===== src/rtl/uart_bus_seq.sv =====
// uart_bus_seq: dbus master that programs the UART baud divisor, writes TX bytes
// after a busy poll, and polls RX bytes into a one-entry output buffer.
module uart_bus_seq #(
    parameter logic [31:0] TXDATA_ADDR = 32'h0,
    parameter logic [31:0] RXDATA_ADDR = 32'h4,
    parameter logic [31:0] BAUD_ADDR   = 32'h8,
    parameter logic [15:0] BAUD_INIT   = 16'h10,
    parameter int          POLL_GAP    = 4,
    parameter int          ACK_TIMEOUT = 16
) (
    input  logic        clk,
    input  logic        rst,
    input  logic        tx_valid_i,
    input  logic [7:0]  tx_data_i,
    output logic        tx_ready_o,
    input  logic        rx_en_i,
    output logic        rx_valid_o,
    output logic [7:0]  rx_data_o,
    input  logic        rx_ready_i,
    input  logic        cfg_baud_wr_i,
    input  logic [15:0] cfg_baud_i,
    output logic        bus_req_o,
    output logic        bus_w_en_o,
    output logic [31:0] bus_addr_o,
    output logic [31:0] bus_w_data_o,
    input  logic [31:0] bus_r_data_i,
    input  logic        bus_ack_i,
    output logic        busy_o,
    output logic        err_o
);
    typedef enum logic [2:0] {INIT, IDLE, BAUD_WR, TX_POLL, TX_WR, RX_POLL, GAP} state_t;
    state_t      state;
    logic        holding_full, tx_ok, init_done, baud_pend, rr;
    logic [7:0]  tx_byte, cnt;
    logic [15:0] baud_val;
    logic        timed_out, tx_elig, rx_elig, unused_rdata;

    assign tx_elig      = holding_full;
    assign rx_elig      = rx_en_i & ~rx_valid_o;
    assign tx_ready_o   = ~holding_full & init_done;
    assign busy_o       = ~rst & ((state != IDLE) | holding_full | baud_pend | rx_elig);
    assign timed_out    = bus_req_o & ~bus_ack_i & (cnt == 8'(ACK_TIMEOUT - 1));
    assign unused_rdata = ^bus_r_data_i[30:8];

    always_ff @(posedge clk) begin
        if (rst) begin
            state        <= INIT;
            bus_req_o    <= 1'b0;
            bus_w_en_o   <= 1'b0;
            bus_addr_o   <= '0;
            bus_w_data_o <= '0;
            holding_full <= 1'b0;
            tx_byte      <= '0;
            tx_ok        <= 1'b0;
            init_done    <= 1'b0;
            baud_pend    <= 1'b0;
            baud_val     <= '0;
            rr           <= 1'b0;
            rx_valid_o   <= 1'b0;
            rx_data_o    <= '0;
            err_o        <= 1'b0;
            cnt          <= '0;
        end else begin
            cnt <= cnt + 8'd1;
            if (tx_valid_i & tx_ready_o) begin
                holding_full <= 1'b1;
                tx_byte      <= tx_data_i;
            end
            if (rx_valid_o & rx_ready_i) rx_valid_o <= 1'b0;
            // cnt times the outstanding request, and the idle gap when req is low
            if (timed_out) begin
                bus_req_o <= 1'b0;
                err_o     <= 1'b1;
                state     <= IDLE;
                if (state == TX_WR) begin
                    holding_full <= 1'b0;
                    tx_ok        <= 1'b0;
                end
            end else begin
                case (state)
                    INIT: begin
                        if (!bus_req_o) begin
                            bus_req_o    <= 1'b1;
                            bus_w_en_o   <= 1'b1;
                            bus_addr_o   <= BAUD_ADDR;
                            bus_w_data_o <= {16'h0, BAUD_INIT};
                            cnt          <= '0;
                        end else if (bus_ack_i) begin
                            bus_req_o <= 1'b0;
                            init_done <= 1'b1;
                            state     <= IDLE;
                        end
                    end
                    IDLE: begin
                        cnt <= '0;
                        if (!init_done) state <= INIT;
                        else if (baud_pend) begin
                            state        <= BAUD_WR;
                            bus_req_o    <= 1'b1;
                            bus_w_en_o   <= 1'b1;
                            bus_addr_o   <= BAUD_ADDR;
                            bus_w_data_o <= {16'h0, baud_val};
                        end else if (tx_elig & (~rx_elig | ~rr)) begin
                            state        <= tx_ok ? TX_WR : TX_POLL;
                            bus_req_o    <= 1'b1;
                            bus_w_en_o   <= tx_ok;
                            bus_addr_o   <= TXDATA_ADDR;
                            bus_w_data_o <= tx_ok ? {24'h0, tx_byte} : '0;
                            rr           <= 1'b1;
                        end else if (rx_elig) begin
                            state        <= RX_POLL;
                            bus_req_o    <= 1'b1;
                            bus_w_en_o   <= 1'b0;
                            bus_addr_o   <= RXDATA_ADDR;
                            bus_w_data_o <= '0;
                            rr           <= 1'b0;
                        end
                    end
                    BAUD_WR: if (bus_ack_i) begin
                        bus_req_o <= 1'b0;
                        baud_pend <= 1'b0;
                        state     <= IDLE;
                    end
                    TX_POLL: if (bus_ack_i) begin
                        bus_req_o <= 1'b0;
                        tx_ok     <= ~bus_r_data_i[31];
                        cnt       <= '0;
                        state     <= bus_r_data_i[31] ? GAP : IDLE;
                    end
                    TX_WR: if (bus_ack_i) begin
                        bus_req_o    <= 1'b0;
                        holding_full <= 1'b0;
                        tx_ok        <= 1'b0;
                        state        <= IDLE;
                    end
                    RX_POLL: if (bus_ack_i) begin
                        bus_req_o <= 1'b0;
                        cnt       <= '0;
                        state     <= bus_r_data_i[31] ? GAP : IDLE;
                        if (!bus_r_data_i[31]) begin
                            rx_valid_o <= 1'b1;
                            rx_data_o  <= bus_r_data_i[7:0];
                        end
                    end
                    GAP: if (cnt == 8'(POLL_GAP - 1)) state <= IDLE;
                    default: state <= IDLE;
                endcase
            end
            // a fresh request wins over a BAUD_WR ack on the same edge
            if (cfg_baud_wr_i) begin
                baud_pend <= 1'b1;
                baud_val  <= cfg_baud_i;
            end
        end
    end
endmodule


===== config.mk =====
export PLATFORM = sky130hd
export DESIGN_NAME = uart_bus_seq
export DESIGN_NICKNAME = d
export VERILOG_FILES = /design/src/rtl/uart_bus_seq.sv
export SDC_FILE = /design/constraint.sdc
export NUM_CORES = 1
export LEC_CHECK = 0
export ABC_AREA = 0
export BUFFER_PORTS_ARGS = -buffer_cell sky130_fd_sc_hd__buf_4
export CORE_MARGIN = 2
export CORE_UTILIZATION = 40
export CTS_CLUSTER_SIZE = 12
export DETAILED_ROUTE_END_ITERATION = 7
export PLACE_DENSITY = 0.82
export SYNTH_ARGS = -nofsm -noshare
export SYNTH_HDL_FRONTEND = slang
export SYNTH_SLANG_ARGS = --single-unit

===== constraint.sdc =====
create_clock -name clk -period 2 [get_ports clk]
set_input_delay 0.4 -clock clk [delete_from_list [all_inputs] [get_ports clk]]
set_output_delay 0.4 -clock clk [all_outputs]
set_load 0.1 [all_outputs]

==> results.md, run 1 <==
* Setup Skew at 0.0107 ns
* Core Util, Final at 50.5%
* H-tree depth at 3
* DP Wirelength at 6.15 mm
* Longest Clk Path Bufs at 2
* RSZ-0062 raised after global routing: yes
* Final setup fails at 1
* Register area share after synthesis at 38.5%
* Worst Setup End Kind: primary output
* Die Wd at 99.4 um
* Area grow syn2layout at 21.4%
* Peak VDD IR at 0.427 mV
* Remaining Overflow, GRT at 0
* Hold WC Path Type: in -> reg
* Fin. Hold Viols at 0
* First-pass GRT wire length at 13.9 mm
* ANT cells at 0
* DRC Markers at 0
* Slew Viols, Final at 0
* Drt pass-1 iters at 4
* CP arrival at 1.70 ns
* Tot Pwr at 4.13 mW
* Routed vias/inst at 5.22
* Async set-or-reset flop fraction in the synthesized netlist at 0%
* Worst setup margin at -0.101 ns
* I/O pin cnt at 141
* Top cells by area, synth: dfxtp_1 (38%), buf_4 (9.7%), mux2i_1 (7.1%)
* CTS tree: yes
* Die height at 99.4 um
* Synth cell types at 57
* CTS sink cnt at 70
* GPL Wtd Cong at 0.837
* Synth Flop Type: dfxtp_1
* Antenna Nets Post-Route at 0
* Status: finished with violations
* Later-pin clock latency in the skew report at 0.36 ns
* Root buffer cell: clkbuf_8
* Post-synth EDFFs at 0
* Drt initial violations at 229
* DP Cell Count at 579
* Ys Warns at 0
* F_max at 476 MHz
* Total Routing Usage GR at 17.3%
* Cell Rows at 34
* Syn avg cell area at 8.90 um2
* Area leader, netlist: dfxtp_1
* Commonest non-fill, non-tap cell in the layout: buf_4
* Nets@finish at 548
* Synth Instances at 409
* WL per Instance at 14.1 um
* Worst path required time at 1.60 ns
* Most frequent cells in the layout: buf_4 (96), dfxtp_1 (68), conb_1 (46), nor2_1 (34)
* Hold buffer count at cts at 0
* Cts bufs inserted at 9
* Post-Synthesis Cell Area at 3640 um2
* Post-Route WL at 8.40 mm
* Max Cap Viol at 0
* Clock transition at path regs at 0.08 ns
* Core area at 8760 um2
* Port buffer count at 71
* Maximum fanout along the worst path at 2
* Share of cells above drive strength 1 at 27.2%
* Vias in the first global route at 2,931
* Leakage at 1.89 nW
* Fin cells at 597
* Crit start category: flop
* Initial core utilization at 41.5%
* Crit Path Class: reg -> out
* Synthesized flop and latch total at 70
* Period minus WS final at 2.10 ns
* Pwr Density at 934 nW/um2
* Largest net degree at the start of global routing at 56
* Die area at 9880 um2
* Via count at 3,114
* Post-route clock period utilization at 105%
* Failing checks: negative setup slack
* Antenna violations before repair at 0
* Share of Yosys cell area claimed by the top area cell type at 38.5%
-- per-layer routing --
metal	part of all wire, %	GRT usage, %
met1	43	21.2
met2	49	29.2
met4	1.5	6.22
met3	6.1	4.57
met5	0	0
-- critical path: stages, from the launching register on --
cell     delay, ns
dfxtp_1       0.37
or4b_4        0.49
nor3_2        0.11
buf_4         0.15
nor2_4        0.05
buf_12        0.16
-- stage by stage --
stage	hold slack (ns)	area, um2	TNS [ns]	worst slack, ns
final	0.278	4420	-0.101	-0.101
after global routing	0.276	4420	-0.168	-0.131
after CTS	0.266	4420	-0.102	-0.102
after detailed placement	0.455	4170	0	0.0499
after global placement	0.441	4170	0	0.0656
after floorplan	0.430	3820	-0.0206	-0.0206
-- timing repair --
item	in CTS	in global routing
setup buffers	2	0
pin swaps	2	1
endpoints found under the setup margin	2	4
gates resized for setup	4	2
hold endpoints to repair	0	0
-- registers in the layout (all words and copies together) (netlist names), 2 cells and up --
| register | flops |
|---|---|
| baud_val | 16 |
| bus_w_data_o | 16 |
| cnt | 8 |
| rx_data_o | 8 |
| tx_byte | 8 |
| state | 3 |
| bus_addr_o | 2 |
-- logic make-up after synthesis --
| logic type | share of synthesized area (%) |
|---|---|
| other | 0.103 |
| DFF | 38.5 |
| and+or+nand+nor | 20.0 |
| adders and majority gates | 0.344 |
| AOI/OAI and AO/OA | 17.1 |
| buffers and inverters | 15.1 |
| muxes | 7.15 |
| xor gates and xnor gates | 1.68 |
-- report_power, final --
part           total (mW)  switching [mW]  internal [mW]
Clock                1.27           0.566          0.705
Sequential           1.54          0.0623           1.48
Combinational        1.32            1.02          0.298
Total                4.13            1.65           2.48
-- final cells by class --
class / instances / area, um2
multi-input cells: 299 / 1880
inverters: 6 / 22.5
well taps: 108 / 135
fillers: 795 / 4340
flip-flops and latches: 70 / 1410
clock buffers: 9 / 124
repair buffers: 98 / 761
clock inverters: 7 / 97.6
-- Yosys cell counts, types with 3 or more instances --
| cell | n |
|---|---|
| dfxtp_1 | 70 |
| buf_4 | 47 |
| nor2_1 | 35 |
| mux2i_1 | 26 |
| nand2_1 | 26 |
| a21oi_1 | 22 |
| clkbuf_1 | 20 |
| a211oi_1 | 16 |
| nand3_1 | 12 |
| o31ai_1 | 11 |
| a31oi_1 | 10 |
| or4_1 | 10 |
| a22oi_1 | 8 |
| o21ai_0 | 8 |
| inv_1 | 6 |
| nor2b_1 | 5 |
| xnor2_1 | 5 |
| and3_1 | 4 |
| buf_2 | 4 |
| buf_6 | 4 |
| nand2b_1 | 4 |
| nand3b_1 | 3 |
| nor3_1 | 3 |
| nor3b_1 | 3 |
| nor4_1 | 3 |
| o21a_1 | 3 |
-- final timing paths --
path / start / to / slack, ns / depth (start not counted)
setup reg to reg: state[0]$_SDFFE_PP0P_ / bus_addr_o[3]$_SDFFE_PP0P_ / 0.10 / 5
hold / removal: bus_r_data_i[7] / rx_data_o[7]$_SDFFE_PP0P_ / 0.28 / 3
hold reg to reg: tx_byte[7]$_SDFFE_PP0P_ / tx_byte[7]$_SDFFE_PP0P_ / 0.46 / 2
setup / recovery: state[0]$_SDFFE_PP0P_ / busy_o / -0.10 / 5
Power figures use the tool's default switching activity.
==> inputs of run 2 (changes only) <==
--- a/config.mk
+++ b/config.mk
@@ -5,13 +5,13 @@
 export SDC_FILE = /design/constraint.sdc
 export NUM_CORES = 1
 export LEC_CHECK = 0
-export ABC_AREA = 0
+export ABC_AREA = 1
 export BUFFER_PORTS_ARGS = -buffer_cell sky130_fd_sc_hd__buf_4
 export CORE_MARGIN = 2
 export CORE_UTILIZATION = 40
 export CTS_CLUSTER_SIZE = 12
 export DETAILED_ROUTE_END_ITERATION = 7
-export PLACE_DENSITY = 0.82
+export PLACE_DENSITY = 0.83
 export SYNTH_ARGS = -nofsm -noshare
 export SYNTH_HDL_FRONTEND = slang
 export SYNTH_SLANG_ARGS = --single-unit
==> results.md, run 2 <==
* Status: complete, no violations
* Top cells by count, synth: nor2_1 (112), nand2_1 (92), dfxtp_1 (70)
* Die height at 96.8 um
* CTS tree: yes
* Post-Synthesis Cell Area at 3440 um2
* Die area at 9370 um2
* Count leader, synth: nor2_1
* Leakage at 2.01 nW
* Commonest non-fill, non-tap cell in the layout: nor2_1
* ANT cells at 0
* DRC Markers at 0
* Drt initial violations at 178
* Fillers at 818
* Core area at 8300 um2
* Share of cells above drive strength 1 at 20.3%
* First-pass GRT wire length at 12.6 mm
* Synth Area in Compound Gates at 10.8%
* Root buffer cell: clkbuf_8
* Worst path required time at 1.60 ns
* Port buffer count at 71
* Async set-or-reset flop fraction in the synthesized netlist at 0%
* Longest Clk Path Bufs at 2
* Most frequent cells in the layout: nor2_1 (110), nand2_1 (92), buf_4 (76), dfxtp_1 (68), conb_1 (46)
* Crit Path Class: reg -> out
* Post-Synth XOR/XNOR Area at 0.763%
* Post-route clock period utilization at 96.4%
* Adder-Cell Fraction of Synth Area at 0.363%
* Cts bufs inserted at 9
* Nets@finish at 630
* Top cells by area, synth: dfxtp_1 (41%), nor2_1 (12%), buf_4 (10%)
* Worst-case reg-to-reg path depth at 8
* Post-Route WL at 7.73 mm
* Area after DPL at 3920 um2
* Syn avg cell area at 7.00 um2
* GPL Wtd Cong at 0.898
* RSZ-0062 raised after global routing: no
* Sum Neg Setup Slack at 0 ns
* Remaining Overflow, GRT at 0
* Drt pass-1 iters at 4
* Antenna Nets Post-Route at 0
* Crit start category: flop
* Slowest-stage cell, CP: dfxtp_1
* Simple logic cell fraction of the synthesized area at 30.4%
* H-tree depth at 3
* Via count at 3,119
* Largest family of logic cells by synthesized area: simple AND/OR/NAND/NOR gates
* Cell Rows at 33
* Antenna violations before repair at 0
* CTS sink cnt at 70
* Total Routing Usage GR at 16.3%
* Peak VDD IR at 0.496 mV
* Die Wd at 96.8 um
* WL per Instance at 11.4 um
* Clock transition at path regs at 0.09 ns
* Mux contribution to synthesized area at 0%
* Final setup fails at 0
* Area grow syn2layout at 20.1%
* Fin. Hold Viols at 0
* Routed vias/inst at 4.61
* Largest net degree at the start of global routing at 44
* I/O pin cnt at 141
* Max incr delay on CP at 0.55 ns
* Worst Setup End Kind: primary output
* Synthesized flop and latch total at 70
* Share of Yosys cell area claimed by the top area cell type at 40.7%
* Slew Viols, Final at 0
* Register area share after synthesis at 40.7%
* Regs by FF count: baud_val: 16 flops, bus_w_data_o: 16 flops
* Vias in the first global route at 2,866
* Synth Instances at 492
* Cell Chain, Critical Path: nor2_4 > nand2_4 > nor2_4 > nor2_4 > buf_6
* Worst setup margin at 0.0713 ns
* DP Wirelength at 5.85 mm
* Worst path most repeated cell: nor2_4
* F_max at 518 MHz
* Initial core utilization at 41.5%
* Synth Flop Type: dfxtp_1
* Hold path depth at 3
* Post-route cell area at 4140 um2
* Hold WC Path Type: in -> reg
* Core Util, Final at 49.9%
* Synth cell types at 32
* Post-synth EDFFs at 0
* Later-pin clock latency in the skew report at 0.37 ns
* Ys Warns at 0
* Period minus WS final at 1.93 ns
* CP arrival at 1.53 ns
* Area leader, netlist: dfxtp_1
* Setup Skew at 0.0120 ns
* Max Cap Viol at 0
* Maximum fanout along the worst path at 9
* Pwr Density at 1420 nW/um2
* Dpl ws at 0.256 ns
run 2: changes by cell type after synthesis, sizes merged, moves of 11 or more:
| cell | previous run | this run |
|---|---|---|
| a211oi | 16 | 0 |
| a31oi | 11 | 0 |
| clkbuf | 21 | 9 |
| inv | 6 | 38 |
| mux2i | 26 | 0 |
| nand2 | 26 | 95 |
| nor2 | 35 | 117 |
| o21ai | 8 | 45 |
run 2: path summary, 6_finish.rpt:
path / from / end / slack [ns]
min reg2reg: cnt[0]$_SDFF_PP0_ / cnt[0]$_SDFF_PP0_ / 0.45
max: state[2]$_SDFFE_PP0P_ / busy_o / 0.07
min: cfg_baud_i[9] / baud_val[9]$_SDFFE_PP0P_ / 0.25
max reg2reg: state[2]$_SDFFE_PP0P_ / bus_w_data_o[4]$_SDFFE_PP0P_ / 0.19
run 2: per-layer routing:
| metal | share of wire, % | global-route usage, % | vias to the layer above |
|---|---|---|---|
| met5 | 0 | 0 | - |
| met3 | 7.7 | 4.77 | 13 |
| met4 | 1.9 | 7.48 | 0 |
| met2 | 45 | 25.8 | 136 |
| met1 | 45 | 20.6 | 1371 |
| li1 | - | - | 1599 |
run 2: metrics by stage:
stage          std cells  hold WS, ns  total power, mW
2_1_floorplan        537        0.413             4.38
3_3_place_gp         658        0.426             4.69
3_5_place_dp         658        0.438             4.74
4_1_cts              675        0.243             5.90
5_1_grt              676        0.246             6.21
6_report             676        0.247             5.88
run 2: critical path: cells and delay by family, from the launching register on:
family | cells | cell delay [ns]
flops | 1 | 0.55
simple gates | 4 | 0.38
buf+inv | 1 | 0.23
run 2: where the power goes:
group	internal [mW]	switching, mW
Sequential	1.61	0.150
Clock	0.497	0.660
Combinational	0.677	2.29
run 2: repair_timing:
action / CTS / global route
setup buffers: 1 / 1
setup endpoints to repair: 1 / 1
pin swaps: 0 / 1
hold buffers: 0 / 0
resized for setup: 2 / 1
run 2: cell type report:
type,count,area (um2),share of cell area [%]
multi-input cells,367,1640,39.7
clock buffers,9,124,2.99
flip-flops and latches,70,1410,34.0
repair buffers,78,602,14.5
inverters,40,155,3.75
well taps,105,131,3.18
clock inverters,7,76.3,1.84
run 2: cells by family after synthesis:
group	after synthesis
flip-flops	70
adder cells (fa/ha/maj)	1
AO/OA/AOI/OAI	71
XOR/XNOR	3
AND/OR/NAND/NOR	246
buffers and inverters	100
other	1
==> inputs of run 3 (changes only) <==
--- a/config.mk
+++ b/config.mk
@@ -8,10 +8,10 @@
 export ABC_AREA = 1
 export BUFFER_PORTS_ARGS = -buffer_cell sky130_fd_sc_hd__buf_4
 export CORE_MARGIN = 2
-export CORE_UTILIZATION = 40
+export CORE_UTILIZATION = 44
 export CTS_CLUSTER_SIZE = 12
 export DETAILED_ROUTE_END_ITERATION = 7
-export PLACE_DENSITY = 0.83
+export PLACE_DENSITY = 0.89
 export SYNTH_ARGS = -nofsm -noshare
 export SYNTH_HDL_FRONTEND = slang
 export SYNTH_SLANG_ARGS = --single-unit
==> results.md, run 3 (synthesis gave the netlist of run 2 again) <==
* Area grow syn2layout at 20.4%
* Area after DPL at 3900 um2
* First-pass GRT wire length at 12.7 mm
* Crit Path Class: reg -> out
* Max Cap Viol at 0
* WHS at 0.261 ns
* Nets@finish at 629
* Share of cells above drive strength 1 at 20.2%
* Via count at 3,139
* F_max at 524 MHz
* Reg2reg setup slack at 0.21 ns
* Drt initial violations at 241
* Largest net degree at the start of global routing at 40
* Setup Skew at 0.0143 ns
* Initial core utilization at 45.0%
* Peak VDD IR at 0.601 mV
* Longest Clk Path Bufs at 2
* Die Wd at 92.5 um
* Worst setup path endpoint: busy_o
* RSZ-0062 raised after global routing: no
* CTS tree: yes
* Cts bufs inserted at 9
* Pwr Density at 1440 nW/um2
* Routed vias/inst at 4.67
* Core area at 7650 um2
* Period minus WS final at 1.91 ns
* Worst-case reg-to-reg path depth at 10
* Worst path required time at 1.60 ns
* Root buffer cell: clkbuf_8
* Worst Setup End Kind: primary output
* Port buffer count at 71
* DRC Markers at 0
* Status: complete, no violations
* Post-Route WL at 7.75 mm
* Total Routing Usage GR at 18.4%
* ANT cells at 0
* Antenna violations before repair at 0
* Crit start category: flop
* CP startpoint: state[1]$_SDFFE_PP0P_
* WL per Instance at 11.5 um
* Worst R2R End: bus_w_data_o[4]$_SDFFE_PP0P_
* DP Wirelength at 5.82 mm
* Final setup fails at 0
* Later-pin clock latency in the skew report at 0.36 ns
* CP arrival at 1.51 ns
* Maximum fanout along the worst path at 9
* Tot Pwr at 5.98 mW
* Cell Rows at 32
* Reg-to-Reg Start: state[1]$_SDFFE_PP0P_
* H-tree depth at 3
* Slew Viols, Final at 0
* Antenna Nets Post-Route at 0
* Post-route cell area at 4150 um2
* Vias in the first global route at 2,837
* Commonest non-fill, non-tap cell in the layout: nor2_1
* Sum Neg Setup Slack at 0 ns
* Post-route clock period utilization at 95.3%
* Remaining Overflow, GRT at 0
* Die height at 92.5 um
* Most frequent cells in the layout: nor2_1 (110), nand2_1 (92), buf_4 (75), dfxtp_1 (68), conb_1 (46)
* Hold WC Path Type: in -> reg
* Leakage at 2.01 nW
* Hold buffer count at cts at 0
* Die area at 8550 um2
* Regs by FF count: baud_val: 16 flops, bus_w_data_o: 16 flops
* I/O pin cnt at 141
* Clock transition at path regs at 0.08 ns
* GPL Wtd Cong at 0.902
* Drt pass-1 iters at 4
* CTS sink cnt at 70
* Fin. Hold Viols at 0
-- run 3: cell type report --
type | instances | area (um2)
timing repair buffer | 77 | 594
clock buffer | 9 | 124
sequential | 70 | 1410
inverter | 40 | 155
multi-input combinational | 367 | 1640
fill | 702 | 3500
clock inverter | 7 | 96.3
tap | 102 | 128
-- run 3: metrics by stage --
| stage | instances | util [%] | worst slack [ns] |
|---|---|---|---|
| 3_5_place_dp | 654 | 51.0 | 0.265 |
| 2_1_floorplan | 537 | - | 0.0289 |
| 4_1_cts | 671 | 54.0 | 0.000704 |
| 6_report | 672 | 54.2 | 0.0931 |
| 3_3_place_gp | 654 | 51.0 | 0.265 |
| 5_1_grt | 672 | 54.2 | 0.0228 |
-- run 3: power by group --
part / switching [mW] / internal (mW)
clock: 0.560 / 0.706
combinational: 2.29 / 0.664
sequential: 0.150 / 1.61
-- run 3: worst min-delay path by stage --
stage | cells after the start | endpoint | from | slack [ns]
after floorplan | 1 | cnt[0]$_SDFF_PP0_ | cnt[0]$_SDFF_PP0_ | 0.41
after global placement | 1 | cnt[0]$_SDFF_PP0_ | cnt[0]$_SDFF_PP0_ | 0.43
after detailed placement | 1 | cnt[0]$_SDFF_PP0_ | cnt[0]$_SDFF_PP0_ | 0.44
after CTS | 3 | baud_val[8]$_SDFFE_PP0P_ | cfg_baud_i[8] | 0.26
after global routing | 3 | baud_val[8]$_SDFFE_PP0P_ | cfg_baud_i[8] | 0.26
final | 3 | baud_val[8]$_SDFFE_PP0P_ | cfg_baud_i[8] | 0.26
-- run 3: metal layers --
| metal | wire [um] | vias to the layer above | global-route usage (%) | share of wire [%] |
|---|---|---|---|---|
| met3 | 563 | 14 | 3.50 | 7.3 |
| met5 | 0 | - | 0 | 0 |
| li1 | - | 1597 | - | - |
| met2 | 3690 | 120 | 31.4 | 48 |
| met4 | 125 | 0 | 7.71 | 1.6 |
| met1 | 3370 | 1408 | 22.7 | 43 |
-- run 3: worst max-delay path, stage by stage, from the launching register on --
cell,delay [ns]
dfxtp_1,0.36
inv_2,0.09
nand2_4,0.05
nor2_4,0.14
nand2_4,0.12
nor2_4,0.16
nor2_4,0.04
buf_6,0.18
-- run 3: repair_timing --
item                                    CTS  global route
resized for setup                         1             2
buffers inserted                          1             1
pin swaps                                 0             1
endpoints found under the setup margin    1             1
